File: src/rtl/rf_sched_pkg.sv
// rf_sched_pkg: shared states, op codes and width defaults for rf_access_sched
package rf_sched_pkg;
  localparam int RF_DW = 16;
  localparam int RF_AW = 3;
  localparam logic OP_WRITE = 1'b0;
  localparam logic OP_READ = 1'b1;
  typedef enum logic [2:0] {IDLE, RD_A, RD_B, WR, RESP} state_e;
endpackage

File: src/rtl/rr_arb2.sv
// rr_arb2: two-requester round-robin arbiter; ptr_q remembers the last granted port
module rr_arb2 (
  input  logic       clk,
  input  logic       reset_n,
  input  logic [1:0] req,
  input  logic       advance,
  output logic [1:0] grant
);
  logic ptr_q, ptr_d;
  always_comb begin
    grant = &req ? (ptr_q ? 2'b01 : 2'b10) : req;
    ptr_d = (advance && |grant) ? grant[1] : ptr_q;
  end
  always_ff @(posedge clk) begin
    if (!reset_n) ptr_q <= 1'b1;
    else ptr_q <= ptr_d;
  end
endmodule

File: src/rtl/rf_access_sched.sv
// rf_access_sched: serializes two requesters' read-pair/write transactions onto a 1R1W register file
// RF_SCHED_SAMEREG_EN: a read with ra == rb skips RD_B
module rf_access_sched
  import rf_sched_pkg::*;
#(
  parameter int DW = RF_DW,
  parameter int AW = RF_AW
) (
  input  logic          clk,
  input  logic          reset_n,
  input  logic [1:0]    req_valid,
  output logic [1:0]    req_ready,
  input  logic [1:0]    req_op,
  input  logic [AW-1:0] req_ra0,
  input  logic [AW-1:0] req_ra1,
  input  logic [AW-1:0] req_rb0,
  input  logic [AW-1:0] req_rb1,
  input  logic [DW-1:0] req_wdata0,
  input  logic [DW-1:0] req_wdata1,
  output logic          rsp_valid,
  output logic          rsp_port,
  output logic [DW-1:0] rsp_a,
  output logic [DW-1:0] rsp_b,
  output logic [AW-1:0] rf_readnum,
  output logic [AW-1:0] rf_writenum,
  output logic          rf_write,
  output logic [DW-1:0] rf_data_in,
  input  logic [DW-1:0] rf_data_out
);
  state_e state_q, state_d;
  logic port_q, port_d;
  logic [AW-1:0] ra_q, ra_d, rb_q, rb_d;
  logic [DW-1:0] wd_q, wd_d, a_q, a_d, b_q, b_d;
  logic [1:0] grant;
  logic idle, same_reg;
  assign idle = state_q == IDLE;
`ifdef RF_SCHED_SAMEREG_EN
  assign same_reg = ra_q == rb_q;
`else
  assign same_reg = 1'b0;
`endif
  // Arbiter only sees requests in IDLE, so grants (and ready) never occur while busy
  rr_arb2 u_arb (
    .clk     (clk),
    .reset_n (reset_n),
    .req     (idle ? req_valid : 2'b00),
    .advance (idle),
    .grant   (grant)
  );
  always_comb begin
    state_d = state_q;
    port_d = port_q;
    ra_d = ra_q;
    rb_d = rb_q;
    wd_d = wd_q;
    a_d = a_q;
    b_d = b_q;
    req_ready = grant;
    rsp_valid = state_q == RESP;
    rsp_port = state_q == RESP ? port_q : 1'b0;
    rsp_a = state_q == RESP ? a_q : '0;
    rsp_b = state_q == RESP ? b_q : '0;
    rf_readnum = state_q == RD_A ? ra_q : state_q == RD_B ? rb_q : '0;
    rf_write = state_q == WR;
    rf_writenum = state_q == WR ? ra_q : '0;
    rf_data_in = state_q == WR ? wd_q : '0;
    case (state_q)
      IDLE: if (|grant) begin
        port_d = grant[1];
        ra_d = grant[1] ? req_ra1 : req_ra0;
        rb_d = grant[1] ? req_rb1 : req_rb0;
        wd_d = grant[1] ? req_wdata1 : req_wdata0;
        state_d = req_op[grant[1]] == OP_READ ? RD_A : WR;
      end
      RD_A: begin
        a_d = rf_data_out;
        b_d = same_reg ? rf_data_out : b_q;
        state_d = same_reg ? RESP : RD_B;
      end
      RD_B: begin
        b_d = rf_data_out;
        state_d = RESP;
      end
      WR: begin
        a_d = '0;
        b_d = '0;
        state_d = RESP;
      end
      default: state_d = IDLE;
    endcase
  end
  always_ff @(posedge clk) begin
    if (!reset_n) begin
      state_q <= IDLE;
      port_q <= 1'b0;
      ra_q <= '0;
      rb_q <= '0;
      wd_q <= '0;
      a_q <= '0;
      b_q <= '0;
    end else begin
      state_q <= state_d;
      port_q <= port_d;
      ra_q <= ra_d;
      rb_q <= rb_d;
      wd_q <= wd_d;
      a_q <= a_d;
      b_q <= b_d;
    end
  end
endmodule

File: config.mk
export PLATFORM = sky130hd
export DESIGN_NAME = rf_access_sched
export DESIGN_NICKNAME = d
export VERILOG_FILES = /design/src/rtl/rf_sched_pkg.sv /design/src/rtl/rr_arb2.sv /design/src/rtl/rf_access_sched.sv
export SDC_FILE = /design/constraint.sdc
export NUM_CORES = 1
export LEC_CHECK = 0
export ABC_AREA = 1
export ABC_CLOCK_PERIOD_IN_PS = 1700
export CELL_PAD_IN_SITES_DETAIL_PLACEMENT = 1
export CELL_PAD_IN_SITES_GLOBAL_PLACEMENT = 2
export CORE_MARGIN = 2
export CORE_UTILIZATION = 18
export DETAILED_ROUTE_END_ITERATION = 7
export GPL_TIMING_DRIVEN = 0
export PLACE_DENSITY = 0.76
export SYNTH_ARGS = -nofsm -noshare
export SYNTH_HDL_FRONTEND = slang
export SYNTH_HIERARCHICAL = 1
export SYNTH_SLANG_ARGS = --single-unit
File: constraint.sdc
create_clock -name clk -period 1.7 [get_ports clk]
set_input_delay 0.34 -clock clk [delete_from_list [all_inputs] [get_ports clk]]
set_output_delay 0.34 -clock clk [all_outputs]
set_load 0.01 [all_outputs]
Yosys cells after proc, flatten, opt, wreduce, memory -nomap -nowiden
Index checks and enable logic that the tools add are counted.
{"block": "op_classes", "n_lt_le_gt_ge": 1, "eq_ne": 5, "n_mux": 20, "reduce_logical": 8}
{"operator": "$mux 16", "count": 4}
{"operator": "$pmux 16 s2", "count": 2}
{"operator": "$mux 3", "count": 6}
{"operator": "$pmux 3 s3", "count": 1}
{"operator": "$mux 2", "count": 4}
{"operator": "$eq 3x2->1 const B", "count": 2}
{"operator": "$reduce_and 2->1", "count": 2}
{"operator": "$reduce_bool 2->1", "count": 2}
{"operator": "$reduce_or 2->1", "count": 2}
{"operator": "$eq 3x1->1 const B", "count": 1}
{"operator": "$eq 3x3->1 const B", "count": 1}
{"operator": "$logic_not 3->1", "count": 1}
{"operator": "$mux 1", "count": 3}
{"operator": "$lt 1x2->1 const B", "count": 1}
{"operator": "$ne 2x1->1 const B", "count": 1}
{"operator": "$logic_and 1x1->1", "count": 1}
{"block": "totals", "register_bits": 59, "inputBits": 66, "wordCells": 42}

Depth between registers and ports, before layout
{"block": "logic_depth", "depth_word": 9, "ltp_mapped": 12}

Modules after synthesis
The synthesis kept the hierarchy.
{"mod": "rf_access_sched", "instances": 1, "cells_each": 477, "area_each_um2": 2836.5}
{"mod": "rr_arb2", "instances": 1, "cells_each": 8, "area_each_um2": 56.3}

Worst setup path after synthesis
Ideal clock, no wire load.
{"block": "synth_timing", "path_kind": "reg-to-reg", "startpoint": "register state_q[0]", "endpoint": "register ra_q[0]", "setup_ns": 0.113, "arrival_ns": 2.042, "required_ns": 1.587, "slack_ns": -0.455, "stages_incl_launch_ff": 12, "path_buffers": 2, "period_less_slack_ns": 2.155, "cell_sequence": "dfxtp_1 > nor2_1 > nand2_1 > nor2_1 > a21boi_0 > buf_2 > inv_1 > nand2_1 > nand3_2 > buf_2 > nor2_1 > nor2_1"}
{"block": "synth_via", "elab_chain_cells": 6, "word_cells_on_any_way": 7, "classes_between": "3 x mux; 4 x reduce/logical"}
{"element": "start: declaration", "line_no": "rf_access_sched.sv:30", "text": "state_e state_q, state_d;"}
{"element": "start signal: assignment", "line_no": "rf_access_sched.sv:102", "text": "state_q <= state_d;"}
{"element": "$logic_not 3->1 (*)", "line_no": "rf_access_sched.sv:36", "text": "assign idle = state_q == IDLE;"}
{"element": "$mux 2 (*)", "line_no": "rf_access_sched.sv:46", "text": ".req (idle ? req_valid : 2'b00),"}
{"element": "$reduce_and 2->1", "line_no": "rr_arb2.sv:11", "text": "grant = &req ? (ptr_q ? 2'b01 : 2'b10) : req;"}
{"element": "$mux 2 (*)", "line_no": "rr_arb2.sv:11"}
{"element": "net req_ready[1]", "line_no": "rf_access_sched.sv:12", "text": "output logic [1:0] req_ready,"}
{"element": "$reduce_or 2->1", "line_no": "rf_access_sched.sv:68", "text": "IDLE: if (|grant) begin"}
{"element": "$reduce_and 2->1 (no line)"}
{"element": "end signal: assignment", "line_no": "rf_access_sched.sv:104", "text": "ra_q <= ra_d;"}
{"element": "end: declaration", "line_no": "rf_access_sched.sv:32", "text": "logic [AW-1:0] ra_q, ra_d, rb_q, rb_d;"}
Mark *: on every way through the listed nets, which the timed path passes. The rest lies on a longest branch.
A chain may end at the register's enable or synchronous reset.

Worst setup path after layout
{"block": "layout_timing", "startpoint": "register state_q[1]", "endpoint": "output port rsp_b[7]"}
{"block": "layout_via", "elab_chain_cells": 2}
{"element": "$eq 3x3->1", "line_no": "rf_access_sched.sv:62", "text": "rsp_b = state_q == RESP ? b_q : '0;"}
{"element": "$mux 16", "line_no": "rf_access_sched.sv:62"}
{"element": "end: declaration", "line_no": "rf_access_sched.sv:23", "text": "output logic [DW-1:0] rsp_b,"}
No other way between the ends.

==> flow_metrics.py <==
metrics = {
    "logic_synthesis": {
        "synth_compound_area_frac": 0.0705,
        "synth_mux_area_frac": 0,
        "ys_types": 19,
        "synth_area_leaders": "dfxtp_1, nand2_1, nor2_1, inv_1, a21oi_1",
        "syn_nets": 551,
        "synthSimpleGateAreaFrac": 0.397,
        "synth_top_family_by_area": "simple AND/OR/NAND/NOR gates",
        "synth_xor_area_frac": 0,
        "postSynthAreaPerCell_sq_um": 5.96,
        "ys_ff_latch": 59,
        "synth_top_area_frac": 0.408,
        "yosys.area.top_type": "dfxtp_1",
        "synthesis.area_sq_um": 2890,
        "synth_warnings": 6,
        "ys_seq_area_frac": 0.408,
        "netlist_instances": 485,
        "synthAdderAreaFrac": 0,
    },
    "cells_and_area": {
        "num_antenna_cells": 0,
        "fin_util": 0.336,
        "layout.nets": 719,
        "fill_cells": 1992,
        "syn_to_final_growth_pct": 83.4,
        "finalNonFillerCells": 874,
        "seqCellArea_sq_um": 1190,
        "layout_commonest_cell": "nand2_1",
        "drive_gt1_frac": 0.310,
        "final_cell_mix": "nand2_1, clkdlybuf4s50_1, inv_1, nor2_1, dfxtp_1",
        "multiInputGateArea_sq_um": 1710,
    },
    "cts": {
        "cts_root_buf": "clkbuf_16",
        "cts.sinks": 59,
        "htree_levels": 3,
        "numCtsBuffers": 9,
        "cts_tree": "done",
        "clock_latency_ps": 320,
        "hold_buffers": 0,
        "clk_path_buf_depth": 2,
        "clk_pin_slew_worst_paths_ps": 50,
    },
    "worst_setup_path": {
        "criticalPathCategory": "register to primary output",
        "r2r_slack_ps": -190,
        "start_kind": "register",
        "worstPathCellList": "nor2_4, buf_4, nand2_4, buf_6, buf_12, buf_6, nor2_2, buf_2",
        "critPathArrivalTime_ps": 1570,
        "critPathBufInv": 5,
        "cp_max_fo": 10,
        "crit_required_ps": 1360,
        "r2r-end": "ra_q[1]",
        "reg2reg_from": "state_q[0]",
        "max_stage_delay_ps": 350,
        "critPathCaptureType": "primary output",
        "crit_family": "buffers and inverters",
        "slowest_stage": "dfxtp_4",
        "path_common_cell": "buf_6",
        "r2r_cells": 14,
    },
    "power": {
        "sw_frac_of_total": 0.401,
        "pwr-share-comb": 0.568,
        "powerDensity_nw_per_um2": 1640,
        "p_seq_frac": 0.228,
        "p_int_mw": 5.20,
        "power_frac_clock": 0.204,
        "p_leak_nw": 2.31,
        "max-vdd-ir-drop_mv": 0.570,
        "power.switching_mw": 3.48,
    },
    "route": {
        "postRouteWirelength_um": 11400,
        "wl_met1_um": 4930,
        "highest_layer": "met4",
        "drtAntennaViolNets": 0,
        "route.met3.wl_um": 819,
        "wl_per_cell_um": 13.1,
        "drt_pass1_iterations": 4,
        "vias": 3409,
        "drt_iter0_markers": 74,
        "drc": 0,
        "met2_length_um": 5570,
        "post_drt_via_cell_ratio": 3.90,
    },
    "sta": {
        "slew_viol_final": 0,
        "slew_headroom": 0.617,
        "finalSetupTns_ps": -6500,
        "rsz0062_at_grt": "yes",
        "worst_slew_pin_slew_ps": 574,
        "max_freq_mhz": 525,
        "min_period_over_period": 1.12,
        "worst_slack_ps": -205,
        "finalSetupViolCount": 65,
        "finClkSkew_ps": 5.39,
        "fin_crit_ps": 1910,
        "holdWs_ps": 419,
        "hold_violations": 0,
    },
    "place": {
        "io_buffers": 124,
        "dp_hpwl_um": 8360,
        "gp_congestion": 0.752,
        "dpl.cell_count": 825,
    },
    "global_routing": {
        "overflow": 0,
        "grt_max_degree": 11,
        "grt_pass1_wl_um": 18600,
        "grt.total_usage": 0.140,
        "grt_pass1_vias": 3667,
        "antenna_found_initial": 0,
    },
    "min_path": {
        "hold_path.class": "primary input to register",
        "hold_end": "u_arb/ptr_q",
        "min-delay-start": "reset_n",
        "worstHoldPathCells": 2,
    },
    "floorplan": {
        "rows": 46,
        "core-area_sq_um": 15800,
        "initial_utilization": 0.183,
        "die_w_um": 131,
        "die_h_um": 131,
        "ioPinCount": 125,
        "die_area_sq_um": 17100,
    },
    "outcome": {
        "violations": "setup timing",
        "outcome": "finished with violations",
    },
    "job": {
        "drv_cap": 0,
    },
}
==> worst max-delay path by stage <==
stage	start	endpoint	depth (start not counted)
floorplan	state_q[1]	wd_q[0]	11
global placement	req_valid[1]	rb_q[1]	10
detailed placement	req_valid[1]	wd_q[13]	10
CTS	state_q[0]	wd_q[14]	14
global route	state_q[1]	ra_q[1]	14
finish	state_q[1]	rsp_b[7]	8
==> flip-flops by register name (all words and copies together), names as in the netlist <==
name and count:
port_q 1, b_q 16, wd_q 16, a_q 16
state_q 3, ra_q 3, rb_q 3, u_arb/ptr_q 1
==> cells in the mapped netlist <==
master / instances
nor2_1: 106
o21ai_0: 1
buf_4: 2
a21boi_1: 1
inv_1: 64
a21oi_1: 33
nor2_4: 2
dfxtp_1: 59
buf_6: 1
nand3_2: 1
buf_2: 9
o22ai_1: 3
a21boi_0: 1
clkbuf_1: 10
clkinv_1: 1
inv_2: 2
nand2_2: 2
nand2_1: 185
nand3_1: 2
==> cell type report <==
cell class	instances	share of cell area
buffer	19	0.0344
timing repair buffer	159	0.261
clock inverter	3	0.00377
clock buffer	13	0.0528
inverter	67	0.0505
multi-input combinational	338	0.321
tap	216	0.0509
sequential	59	0.225
==> per-layer routing <==
metal / global-route usage / vias up
met5: 0 / -
met4: 0.0319 / 0
met3: 0.0432 / 11
met2: 0.239 / 99
met1: 0.175 / 1539
li1: - / 1760
==> power groups by stage <==
stage / clock network, mW / registers (mW) / logic (mW)
floorplan: 0 / 1.95 / 2.12
global placement: 0 / 1.98 / 3.04
detailed placement: 0 / 2.00 / 3.13
CTS: 1.82 / 1.98 / 4.49
global route: 1.91 / 2.02 / 5.48
finish: 1.77 / 1.98 / 4.93
==> metrics by stage <==
| step | power, mW | worst slack (ps) | instance area (sq um) |
|---|---|---|---|
| after floorplan | 4.08 | -15.1 | 2990 |
| after detailed placement | 5.13 | -626 | 4500 |
| final | 8.68 | -205 | 5310 |
| after global routing | 9.42 | -321 | 5310 |
| after global placement | 5.03 | -583 | 4500 |
| after CTS | 8.29 | -232 | 5130 |
==> worst reg2reg max path: stages (launching register included) <==
cell      delay [ps]
dfxtp_4          380
nor2_4            40
buf_6            120
nand2_8           70
nor2_4            50
buf_4            130
buf_12           110
a21boi_4         160
inv_2             80
nand2_8           80
nand3_4          100
buf_12           150
buf_12           140
nor2_1           110
nor2_1            50
==> logic make-up (layout without fill, tap and decap cells) <==
kind of cell / count (synthesis) / in the layout
flip-flops: 59 / 59
AND/OR/NAND/NOR: 298 / 299
AO/OA/AOI/OAI: 39 / 39
buffers and inverters: 89 / 261
==> what timing repair did <==
action,4_1_cts,5_1_grt
setup buffers,25,10
endpoints found under the setup margin,83,110
gates cloned,4,0
gates resized for setup,289,76
pin swaps,10,20
Power figures use the tool's default switching activity.
